<file path="config.mk">
export PLATFORM = sky130hd
export DESIGN_NAME = trade_history_buffer_flat
export DESIGN_NICKNAME = d
export VERILOG_FILES = /design/src/rtl/me_pkg.sv /design/src/rtl/trade_history_buffer_if.sv /design/src/rtl/trade_ring_ram.sv /design/src/rtl/trade_history_buffer.sv /design/src/flat_wrapper.sv
export SDC_FILE = /design/constraint.sdc
export NUM_CORES = 1
export LEC_CHECK = 0
export ABC_CLOCK_PERIOD_IN_PS = 4000
export CORE_ASPECT_RATIO = 0.75
export CORE_MARGIN = 4
export CORE_UTILIZATION = 30
export CTS_BUF_LIST = sky130_fd_sc_hd__clkbuf_16
export CTS_CLUSTER_DIAMETER = 30
export DETAILED_ROUTE_END_ITERATION = 8
export GPL_ROUTABILITY_DRIVEN = 0
export PLACE_DENSITY = 0.54
export SYNTH_ARGS = -nofsm -noshare
export SYNTH_HDL_FRONTEND = slang
export SYNTH_SLANG_ARGS = --single-unit
</file>
<file path="constraint.sdc">
create_clock -name clk -period 4 [get_ports clk]
set_input_delay 0.8 -clock clk [delete_from_list [all_inputs] [get_ports clk]]
set_output_delay 0.8 -clock clk [all_outputs]
set_load 0.005 [all_outputs]
</file>
<file path="src/rtl/me_pkg.sv">
// Shared matching-engine types, widths and small helpers used by the
// trade history buffer and its RAM.
package me_pkg;

  localparam int PRICE_W    = 8;
  localparam int CNT_W      = 16;
  localparam int HIST_DEPTH = 64;

  localparam logic [PRICE_W-1:0] PRICE_MIN = 8'h00;
  localparam logic [PRICE_W-1:0] PRICE_MAX = 8'hFF;

  typedef logic [PRICE_W-1:0] price_t;
  typedef logic [CNT_W-1:0]   cnt_t;

  // Saturating increment: a counter pinned at all-ones stays there.
  function automatic cnt_t sat_inc(input cnt_t v);
    return (v == {CNT_W{1'b1}}) ? v : v + cnt_t'(1);
  endfunction

  // Ask minus bid in 9 bits; a crossed or locked book reports zero.
  function automatic price_t calc_spread(input price_t bid, input price_t ask);
    logic [PRICE_W:0] diff;
    diff = {1'b0, ask} - {1'b0, bid};
    return (ask > bid) ? diff[PRICE_W-1:0] : '0;
  endfunction

endpackage

</file>
<file path="src/rtl/trade_history_buffer_if.sv">
// Bundle of matching-engine inputs, the VGA read port and the statistics
// outputs of the trade history buffer.
interface trade_history_buffer_if
  import me_pkg::*;
#(
  parameter int DEPTH = HIST_DEPTH
);
  localparam int AW = $clog2(DEPTH);

  logic          match_signal;
  price_t        trade_price;
  price_t        best_bid;
  price_t        best_ask;
  logic          freeze;
  logic [AW-1:0] rd_addr;
  price_t        rd_data;
  logic          rd_hit;
  logic [AW:0]   count;
  cnt_t          trade_count;
  cnt_t          drop_count;
  price_t        last_price;
  price_t        min_price;
  price_t        max_price;
  price_t        spread;

  // Upstream side: engine feed plus the scan logic issuing reads.
  modport master (
    output match_signal, trade_price, best_bid, best_ask, freeze, rd_addr,
    input  rd_data, rd_hit, count, trade_count, drop_count,
           last_price, min_price, max_price, spread
  );

  // The history buffer itself.
  modport slave (
    input  match_signal, trade_price, best_bid, best_ask, freeze, rd_addr,
    output rd_data, rd_hit, count, trade_count, drop_count,
           last_price, min_price, max_price, spread
  );

endinterface

</file>
<file path="src/rtl/trade_ring_ram.sv">
// Simple dual-port history RAM: one write port, one registered read port.
// A read of the address being written on the same edge returns the old data.
module trade_ring_ram #(
  parameter  int DEPTH = 64,
  parameter  int WIDTH = 8,
  localparam int AW    = $clog2(DEPTH)
) (
  input  logic             clk,
  input  logic             we,
  input  logic [AW-1:0]    waddr,
  input  logic [WIDTH-1:0] wdata,
  input  logic [AW-1:0]    raddr,
  output logic [WIDTH-1:0] rdata
);

  logic [WIDTH-1:0] mem [DEPTH];
  logic [WIDTH-1:0] rdata_q;

  // Write and registered read share one block so the read sees pre-write data.
  always_ff @(posedge clk) begin
    if (we) begin
      mem[waddr] <= wdata;
    end
    rdata_q <= mem[raddr];
  end

  assign rdata = rdata_q;

endmodule

</file>
<file path="src/rtl/trade_history_buffer.sv">
// Captures matched trades into a circular history and keeps running trade
// statistics; exposes an age-indexed read port (0 = newest) for the VGA side.
module trade_history_buffer
  import me_pkg::*;
#(
  parameter  int DEPTH = HIST_DEPTH,
  localparam int AW    = $clog2(DEPTH)
) (
  input logic                  clk,
  input logic                  reset,
  trade_history_buffer_if.slave bus
);

  localparam logic [AW:0] DEPTH_CNT = (AW+1)'(DEPTH);

  // Trade price delayed one cycle: the registered match flag refers to the
  // price that was on the bus one cycle earlier.
  price_t        price_dly_q, price_dly_d;
  logic [AW-1:0] wr_ptr_q, wr_ptr_d;
  logic [AW:0]   count_q, count_d;
  cnt_t          trade_cnt_q, trade_cnt_d;
  cnt_t          drop_cnt_q, drop_cnt_d;
  price_t        last_q, last_d;
  price_t        min_q, min_d;
  price_t        max_q, max_d;
  logic          have_q, have_d;
  price_t        spread_q, spread_d;
  logic          rd_hit_q, rd_hit_d;

  logic          trade_evt;
  logic          drop_evt;
  logic [AW-1:0] rd_phys;
  price_t        ram_rdata;

  assign trade_evt = bus.match_signal & ~bus.freeze;
  assign drop_evt  = bus.match_signal &  bus.freeze;

  // Age index to physical slot, relative to the pointer before this edge.
  assign rd_phys = wr_ptr_q - AW'(1) - bus.rd_addr;

  trade_ring_ram #(
    .DEPTH (DEPTH),
    .WIDTH (PRICE_W)
  ) u_ram (
    .clk   (clk),
    .we    (trade_evt),
    .waddr (wr_ptr_q),
    .wdata (price_dly_q),
    .raddr (rd_phys),
    .rdata (ram_rdata)
  );

  // Next-state for pointer, counters and statistics.
  always_comb begin
    price_dly_d = bus.trade_price;
    wr_ptr_d    = wr_ptr_q;
    count_d     = count_q;
    trade_cnt_d = trade_cnt_q;
    drop_cnt_d  = drop_cnt_q;
    last_d      = last_q;
    min_d       = min_q;
    max_d       = max_q;
    have_d      = have_q;
    spread_d    = calc_spread(bus.best_bid, bus.best_ask);
    rd_hit_d    = ({1'b0, bus.rd_addr} < count_q);

    if (trade_evt) begin
      wr_ptr_d    = wr_ptr_q + AW'(1);
      count_d     = (count_q == DEPTH_CNT) ? count_q : count_q + (AW+1)'(1);
      trade_cnt_d = sat_inc(trade_cnt_q);
      last_d      = price_dly_q;
      // The first trade seeds both extremes, so 0x00/0xFF prices still land.
      if (!have_q || (price_dly_q < min_q)) min_d = price_dly_q;
      if (!have_q || (price_dly_q > max_q)) max_d = price_dly_q;
      have_d      = 1'b1;
    end

    if (drop_evt) begin
      drop_cnt_d = sat_inc(drop_cnt_q);
    end
  end

  // State registers, cleared immediately by reset.
  always_ff @(posedge clk or posedge reset) begin
    if (reset) begin
      price_dly_q <= '0;
      wr_ptr_q    <= '0;
      count_q     <= '0;
      trade_cnt_q <= '0;
      drop_cnt_q  <= '0;
      last_q      <= '0;
      min_q       <= PRICE_MAX;
      max_q       <= PRICE_MIN;
      have_q      <= 1'b0;
      spread_q    <= '0;
      rd_hit_q    <= 1'b0;
    end else begin
      price_dly_q <= price_dly_d;
      wr_ptr_q    <= wr_ptr_d;
      count_q     <= count_d;
      trade_cnt_q <= trade_cnt_d;
      drop_cnt_q  <= drop_cnt_d;
      last_q      <= last_d;
      min_q       <= min_d;
      max_q       <= max_d;
      have_q      <= have_d;
      spread_q    <= spread_d;
      rd_hit_q    <= rd_hit_d;
    end
  end

  // RAM contents survive reset; the registered hit flag masks stale data.
  assign bus.rd_data     = rd_hit_q ? ram_rdata : '0;
  assign bus.rd_hit      = rd_hit_q;
  assign bus.count       = count_q;
  assign bus.trade_count = trade_cnt_q;
  assign bus.drop_count  = drop_cnt_q;
  assign bus.last_price  = last_q;
  assign bus.min_price   = min_q;
  assign bus.max_price   = max_q;
  assign bus.spread      = spread_q;

endmodule

</file>
<file path="src/flat_wrapper.sv">
// flat-port wrapper written by rule: the top's interface ports become plain ports
module trade_history_buffer_flat import me_pkg::*;
#(
  parameter  int DEPTH = HIST_DEPTH,
  localparam int AW    = $clog2(DEPTH)
)
  (clk, reset, bus_match_signal, bus_trade_price, bus_best_bid, bus_best_ask, bus_freeze, bus_rd_addr, bus_rd_data, bus_rd_hit, bus_count, bus_trade_count, bus_drop_count, bus_last_price, bus_min_price, bus_max_price, bus_spread);
  trade_history_buffer_if #(.DEPTH(DEPTH)) bus_i ();
  input logic clk;
  input logic reset;
  input wire logic [$bits(bus_i.match_signal)-1:0] bus_match_signal;
  input wire logic [$bits(bus_i.trade_price)-1:0] bus_trade_price;
  input wire logic [$bits(bus_i.best_bid)-1:0] bus_best_bid;
  input wire logic [$bits(bus_i.best_ask)-1:0] bus_best_ask;
  input wire logic [$bits(bus_i.freeze)-1:0] bus_freeze;
  input wire logic [$bits(bus_i.rd_addr)-1:0] bus_rd_addr;
  output wire logic [$bits(bus_i.rd_data)-1:0] bus_rd_data;
  output wire logic [$bits(bus_i.rd_hit)-1:0] bus_rd_hit;
  output wire logic [$bits(bus_i.count)-1:0] bus_count;
  output wire logic [$bits(bus_i.trade_count)-1:0] bus_trade_count;
  output wire logic [$bits(bus_i.drop_count)-1:0] bus_drop_count;
  output wire logic [$bits(bus_i.last_price)-1:0] bus_last_price;
  output wire logic [$bits(bus_i.min_price)-1:0] bus_min_price;
  output wire logic [$bits(bus_i.max_price)-1:0] bus_max_price;
  output wire logic [$bits(bus_i.spread)-1:0] bus_spread;
  assign bus_i.match_signal = bus_match_signal;
  assign bus_i.trade_price = bus_trade_price;
  assign bus_i.best_bid = bus_best_bid;
  assign bus_i.best_ask = bus_best_ask;
  assign bus_i.freeze = bus_freeze;
  assign bus_i.rd_addr = bus_rd_addr;
  assign bus_rd_data = bus_i.rd_data;
  assign bus_rd_hit = bus_i.rd_hit;
  assign bus_count = bus_i.count;
  assign bus_trade_count = bus_i.trade_count;
  assign bus_drop_count = bus_i.drop_count;
  assign bus_last_price = bus_i.last_price;
  assign bus_min_price = bus_i.min_price;
  assign bus_max_price = bus_i.max_price;
  assign bus_spread = bus_i.spread;
  trade_history_buffer #(.DEPTH(DEPTH)) u_core (.clk(clk), .reset(reset), .bus(bus_i));
endmodule
</file>
==> results.cfg, run 1 <==
[synth]
yosysTopAreaCellShare_pct = 62.3
syn-num-nets = 1379
ys_async_sr_fraction_pct = 14.3
synth-main-ff-cell = edfxtp_1
netlist_area_um2 = 24700
ys_types = 52
synth_area_per_cell_um2 = 18.9
synthCells = 1305
synth_seq_cells = 607
yosys.area.top_type = edfxtp_1
synth_area_leaders = edfxtp_1 (62%), mux4_2 (15%), dfrtp_1 (8.0%)
ys.warnings.count = 0
yosysSeqAreaShare_pct = 71.8
synth_edf_count = 512

[sta]
setup_tns_ps = 0
rsz0062_at_grt = no
tightest_slew_ps = 1370
slew_headroom_pct = 8.50
report.final.slew_viol_count = 0
period_minus_slack_ps = 3500
clock.fmax_mhz = 286
timing.hold.ws_ps = 497
hold_violations = 0
timing.final.crit_share_pct = 87.5
layout_setup_ws_ps = 502
setup_viol = 0
finalClockSkew_ps = 19.7

[routing]
drt_iter0_markers = 1325
wl_per_cell_um = 22.6
postRouteAntennaNets = 0
firstDrtPassIters = 5
drt_wl_total_mm = 61.6
vias = 13300
drc = 0
viasPerCell = 4.86

[final_layout]
syn_to_final_growth_pct = 27.5
fillers = 7283
final_area_um2 = 31500
layout_commonest_cell = edfxtp_1
drive_above_1_share_pct = 28.7
mostFrequentLayoutCells = edfxtp_1 (512), mux4_2 (160), clkdlybuf4s50_1 (113)
final_util_pct = 38.9
antenna_cells = 0
layout.nets = 1653

[setup_path]
cp.required_ps = 4520
critPathKind = input port to flop
arrival_ps = 4020
cp-startpoint = bus_rd_addr[0]
critPathLaunchType = input port
r2r_start = u_core.wr_ptr_q[0]
crit_fanout = 20
crit_path_end_kind = flop

[placed_design]
dp_slack_ps = -165
placed_cell_area_um2 = 27900
numPortBuffers = 113
place_hpwl_mm = 38.8

[clock_tree]
cts_resized = 0
postCtsSetupBuffers = 0
cts_tree = yes
cts_root_buf = clkbuf_16
cts_buffers = 108
clock_latency_ps = 650
clkSlewWorstSetupHoldPaths_ps = 50
h-tree-depth = 3
max-clock-path-buffers = 3
hold_buffers = 0
clock-sinks = 607

[floorplanning]
die_area_um2 = 87000
start_util_pct = 30.5
chipHeight_um = 256
core_area_um2 = 81000
fp.dieW_um = 339
pin_count = 114
rows = 90

[pwr]
power_density_nw_per_um2 = 765
p_leak_nw = 11.0
peakVddDrop_uv = 625

[global_routing]
antenna_found_initial = 5
grt_usage_pct = 14.1
grt_overflow = 0
grt_pass1_wl_mm = 91.7
grt_max_degree = 70
grt_pass1_vias = 13700

[min_path]
hp-class = flop to flop
hold_path_startpoint = u_core.bus.drop_count[5]

[status]
status = complete, no violations

[job]
drv_cap = 0
[flip-flops by register name, summed over array words and instances (netlist names)]
signal,count
u_core.u_ram.mem,512
u_core.bus.rd_hit,1
u_core.bus.max_price,8
u_core.wr_ptr_q,6
u_core.bus.last_price,8
u_core.bus.spread,8
u_core.bus.min_price,8
u_core.u_ram.rdata,8
u_core.bus.drop_count,16
u_core.have_q,1
u_core.price_dly_q,8
u_core.bus.trade_count,16
u_core.bus.count,7
[critical path, cell delays in order]
cell,delay [ps]
clkdlybuf4s50_1,450
inv_1,80
ha_4,180
fa_4,800
buf_12,210
buf_4,190
mux4_2,300
mux4_2,620
mux2i_1,250
mux2i_1,100
[final cells by class]
| cell class | count | area (um2) | share of cell area (%) |
|---|---|---|---|
| sequential | 607 | 17700 | 56.3 |
| multi-input combinational | 597 | 6590 | 20.9 |
| clock buffer | 110 | 2750 | 8.75 |
| timing repair buffer | 217 | 2060 | 6.55 |
| tap | 1058 | 1320 | 4.21 |
| clock inverter | 92 | 830 | 2.64 |
| inverter | 48 | 181 | 0.577 |
[path summary, 6_finish.rpt]
| check | cells past startpoint | endpoint | slack, ps |
|---|---|---|---|
| worst max-delay path | 10 | u_core.u_ram.rdata[2] | 500 |
| worst min-delay path | 1 | u_core.bus.drop_count[5] | 500 |
| worst max register to register | 8 | u_core.u_ram.rdata[2] | 640 |
| worst min register to register | 1 | u_core.bus.drop_count[5] | 500 |
| max in group asynchronous | 3 | u_core.bus.drop_count[11] | 2560 |
| min in group asynchronous | 2 | u_core.bus.trade_count[10] | 560 |
[stage by stage]
stage                     cells  total power (W)
final                      2729           0.0241
after global routing       2729           0.0252
after CTS                  2729           0.0244
after detailed placement   2527           0.0154
after global placement     2527           0.0154
after floorplan            1305           0.0123
[cells in the mapped netlist, types with 13 or more instances]
library cell,count
edfxtp_1,512
xor2_1,14
nor2_1,87
inv_1,48
nand3_1,25
nand2_1,52
mux2i_1,25
clkbuf_1,29
dfrtp_1,79
a21oi_1,13
ha_1,38
o21ai_0,16
nand4_1,20
buf_2,14
mux4_2,160
xnor2_1,32
[logic make-up (layout without fill, tap and decap cells)]
family          after synthesis  after routing  share of synthesized area [%]
fa+ha+maj                    40             40                           2.09
compound gates               72             72                           1.93
xor+xnor                     47             47                           1.70
mux                         196            196                           16.1
flops                       607            607                           71.8
buf+inv                     101            467                           1.70
simple gates                242            242                           4.69
[per-layer routing]
layer  global-route usage, %  vias up  wire length, um
li1                        -     5797                -
met1                    20.1     6957            27900
met2                    21.0      426            27900
met3                    4.51       78             4830
met4                    3.30        0             1020
met5                       0        -                0
[report_power, final]
group          leakage (nW)  switching (W)  internal (W)
registers              5.74       0.000408       0.00728
logic                  3.50        0.00370       0.00384
clock network          1.75        0.00313       0.00571
total                  11.0        0.00724        0.0168
Power figures use the tool's default switching activity.
==> run 2, diff against run 1 <==
--- a/config.mk
+++ b/config.mk
@@ -10,7 +10,6 @@
 export CORE_MARGIN = 4
 export CORE_UTILIZATION = 30
 export CTS_BUF_LIST = sky130_fd_sc_hd__clkbuf_16
-export CTS_CLUSTER_DIAMETER = 30
 export DETAILED_ROUTE_END_ITERATION = 8
 export GPL_ROUTABILITY_DRIVEN = 0
 export PLACE_DENSITY = 0.54
==> results.cfg, run 2 (synthesized netlist as in run 1, its figures left out) <==
[final_layout]
layout.nets = 1603
syn_to_final_growth_pct = 19.9
layout_commonest_cell = edfxtp_1
mostFrequentLayoutCells = edfxtp_1 (512), mux4_2 (160), clkdlybuf4s50_1 (113)
top_register = u_core.u_ram.mem
drive_above_1_share_pct = 23.9
final_util_pct = 36.6
final_area_um2 = 29600
largest_reg_flops = 512
final_cell_count_no_fill = 2634
antenna_cells = 0

[sta]
setup_tns_ps = 0
clock.fmax_mhz = 286
slew_headroom_pct = 11.0
timing.final.crit_share_pct = 87.5
hold_violations = 0
setup_viol = 0
finalClockSkew_ps = 16.7
rsz0062_at_grt = no
period_minus_slack_ps = 3500
tightest_slew_ps = 1330
report.final.slew_viol_count = 0

[clock_tree]
cts_buffers = 58
max-clock-path-buffers = 3
clkSlewWorstSetupHoldPaths_ps = 60
cts_resized = 0
hold_buffers = 0
clock-sinks = 607
h-tree-depth = 2
clock_latency_ps = 610
cts_root_buf = clkbuf_16
postCtsSetupBuffers = 0
cts_tree = yes

[routing]
wl_per_cell_um = 22.9
firstDrtPassIters = 5
postRouteAntennaNets = 0
drc = 0
viasPerCell = 4.87
vias = 12800
drt_iter0_markers = 1426
drt_wl_total_mm = 60.3

[global_routing]
grt_pass1_vias = 13100
grt_usage_pct = 13.7
grt_overflow = 0
grt_pass1_wl_mm = 89.9
grt_max_degree = 70
antenna_found_initial = 5

[placed_design]
place_hpwl_mm = 38.8
numPortBuffers = 113
place_inst = 2527
placed_cell_area_um2 = 27900

[setup_path]
crit_fanout = 20
cp.required_ps = 4480
critPathKind = input port to flop
crit_path_end_kind = flop
critPathLaunchType = input port
arrival_ps = 3990

[floorplanning]
start_util_pct = 30.5
chipHeight_um = 256
pin_count = 114
core_area_um2 = 81000
fp.dieW_um = 339
rows = 90
die_area_um2 = 87000

[status]
status = complete, no violations

[pwr]
peakVddDrop_uv = 615
power_density_nw_per_um2 = 684
p_leak_nw = 10.2

[job]
drv_cap = 0

[min_path]
hp-class = flop to flop
## run 2: where the power goes
part / switching, W / internal, W
combinational: 0.00369 / 0.00384
sequential: 0.000403 / 0.00726
clock: 0.00231 / 0.00275
total: 0.00641 / 0.0139
## run 2: final timing paths
kind                                                start                         end  slack, ps  cells past startpoint
worst max-delay path                       bus_rd_addr[0]       u_core.u_ram.rdata[0]        500                     10
worst min-delay path            u_core.bus.trade_count[5]   u_core.bus.trade_count[5]        500                      1
worst max register to register         u_core.wr_ptr_q[0]       u_core.u_ram.rdata[0]        670                      8
worst min register to register  u_core.bus.trade_count[5]   u_core.bus.trade_count[5]        500                      1
max in group asynchronous                           reset         u_core.bus.count[0]       2530                      3
min in group asynchronous                           reset  u_core.bus.trade_count[10]        610                      2
## run 2: metal layers
layer | global-route usage (%) | wire, um | up-vias
met5 | 0 | 0 | -
met4 | 2.65 | 899 | 0
met3 | 3.52 | 4580 | 74
met2 | 20.9 | 27300 | 354
met1 | 20.1 | 27500 | 6769
li1 | - | - | 5640
## run 2: final cells by class
cell class	instances	area [um2]
Fill cell	7429	51400
Sequential cell	607	17700
Multi-Input combinational cell	597	6590
Timing Repair Buffer	217	2060
Clock buffer	60	1500
Tap cell	1058	1320
Clock inverter	47	224
Inverter	48	181
## run 2: worst max-delay path, stage by stage
cell and delay (ps):
clkdlybuf4s50_1 450, inv_1 80, ha_4 170, fa_4 800
buf_12 210, buf_12 170, mux4_2 360, mux4_2 610
mux2i_1 180, mux2i_1 90
## run 2: stage by stage
step / setup WS, ps / hold slack (ps) / total power, W
floorplan: 722 / 470 / 0.0123
detailed placement: -165 / 491 / 0.0154
finish: 499 / 498 / 0.0203
global placement: -264 / 471 / 0.0154
CTS: 480 / 503 / 0.0205
global route: 420 / 511 / 0.0213
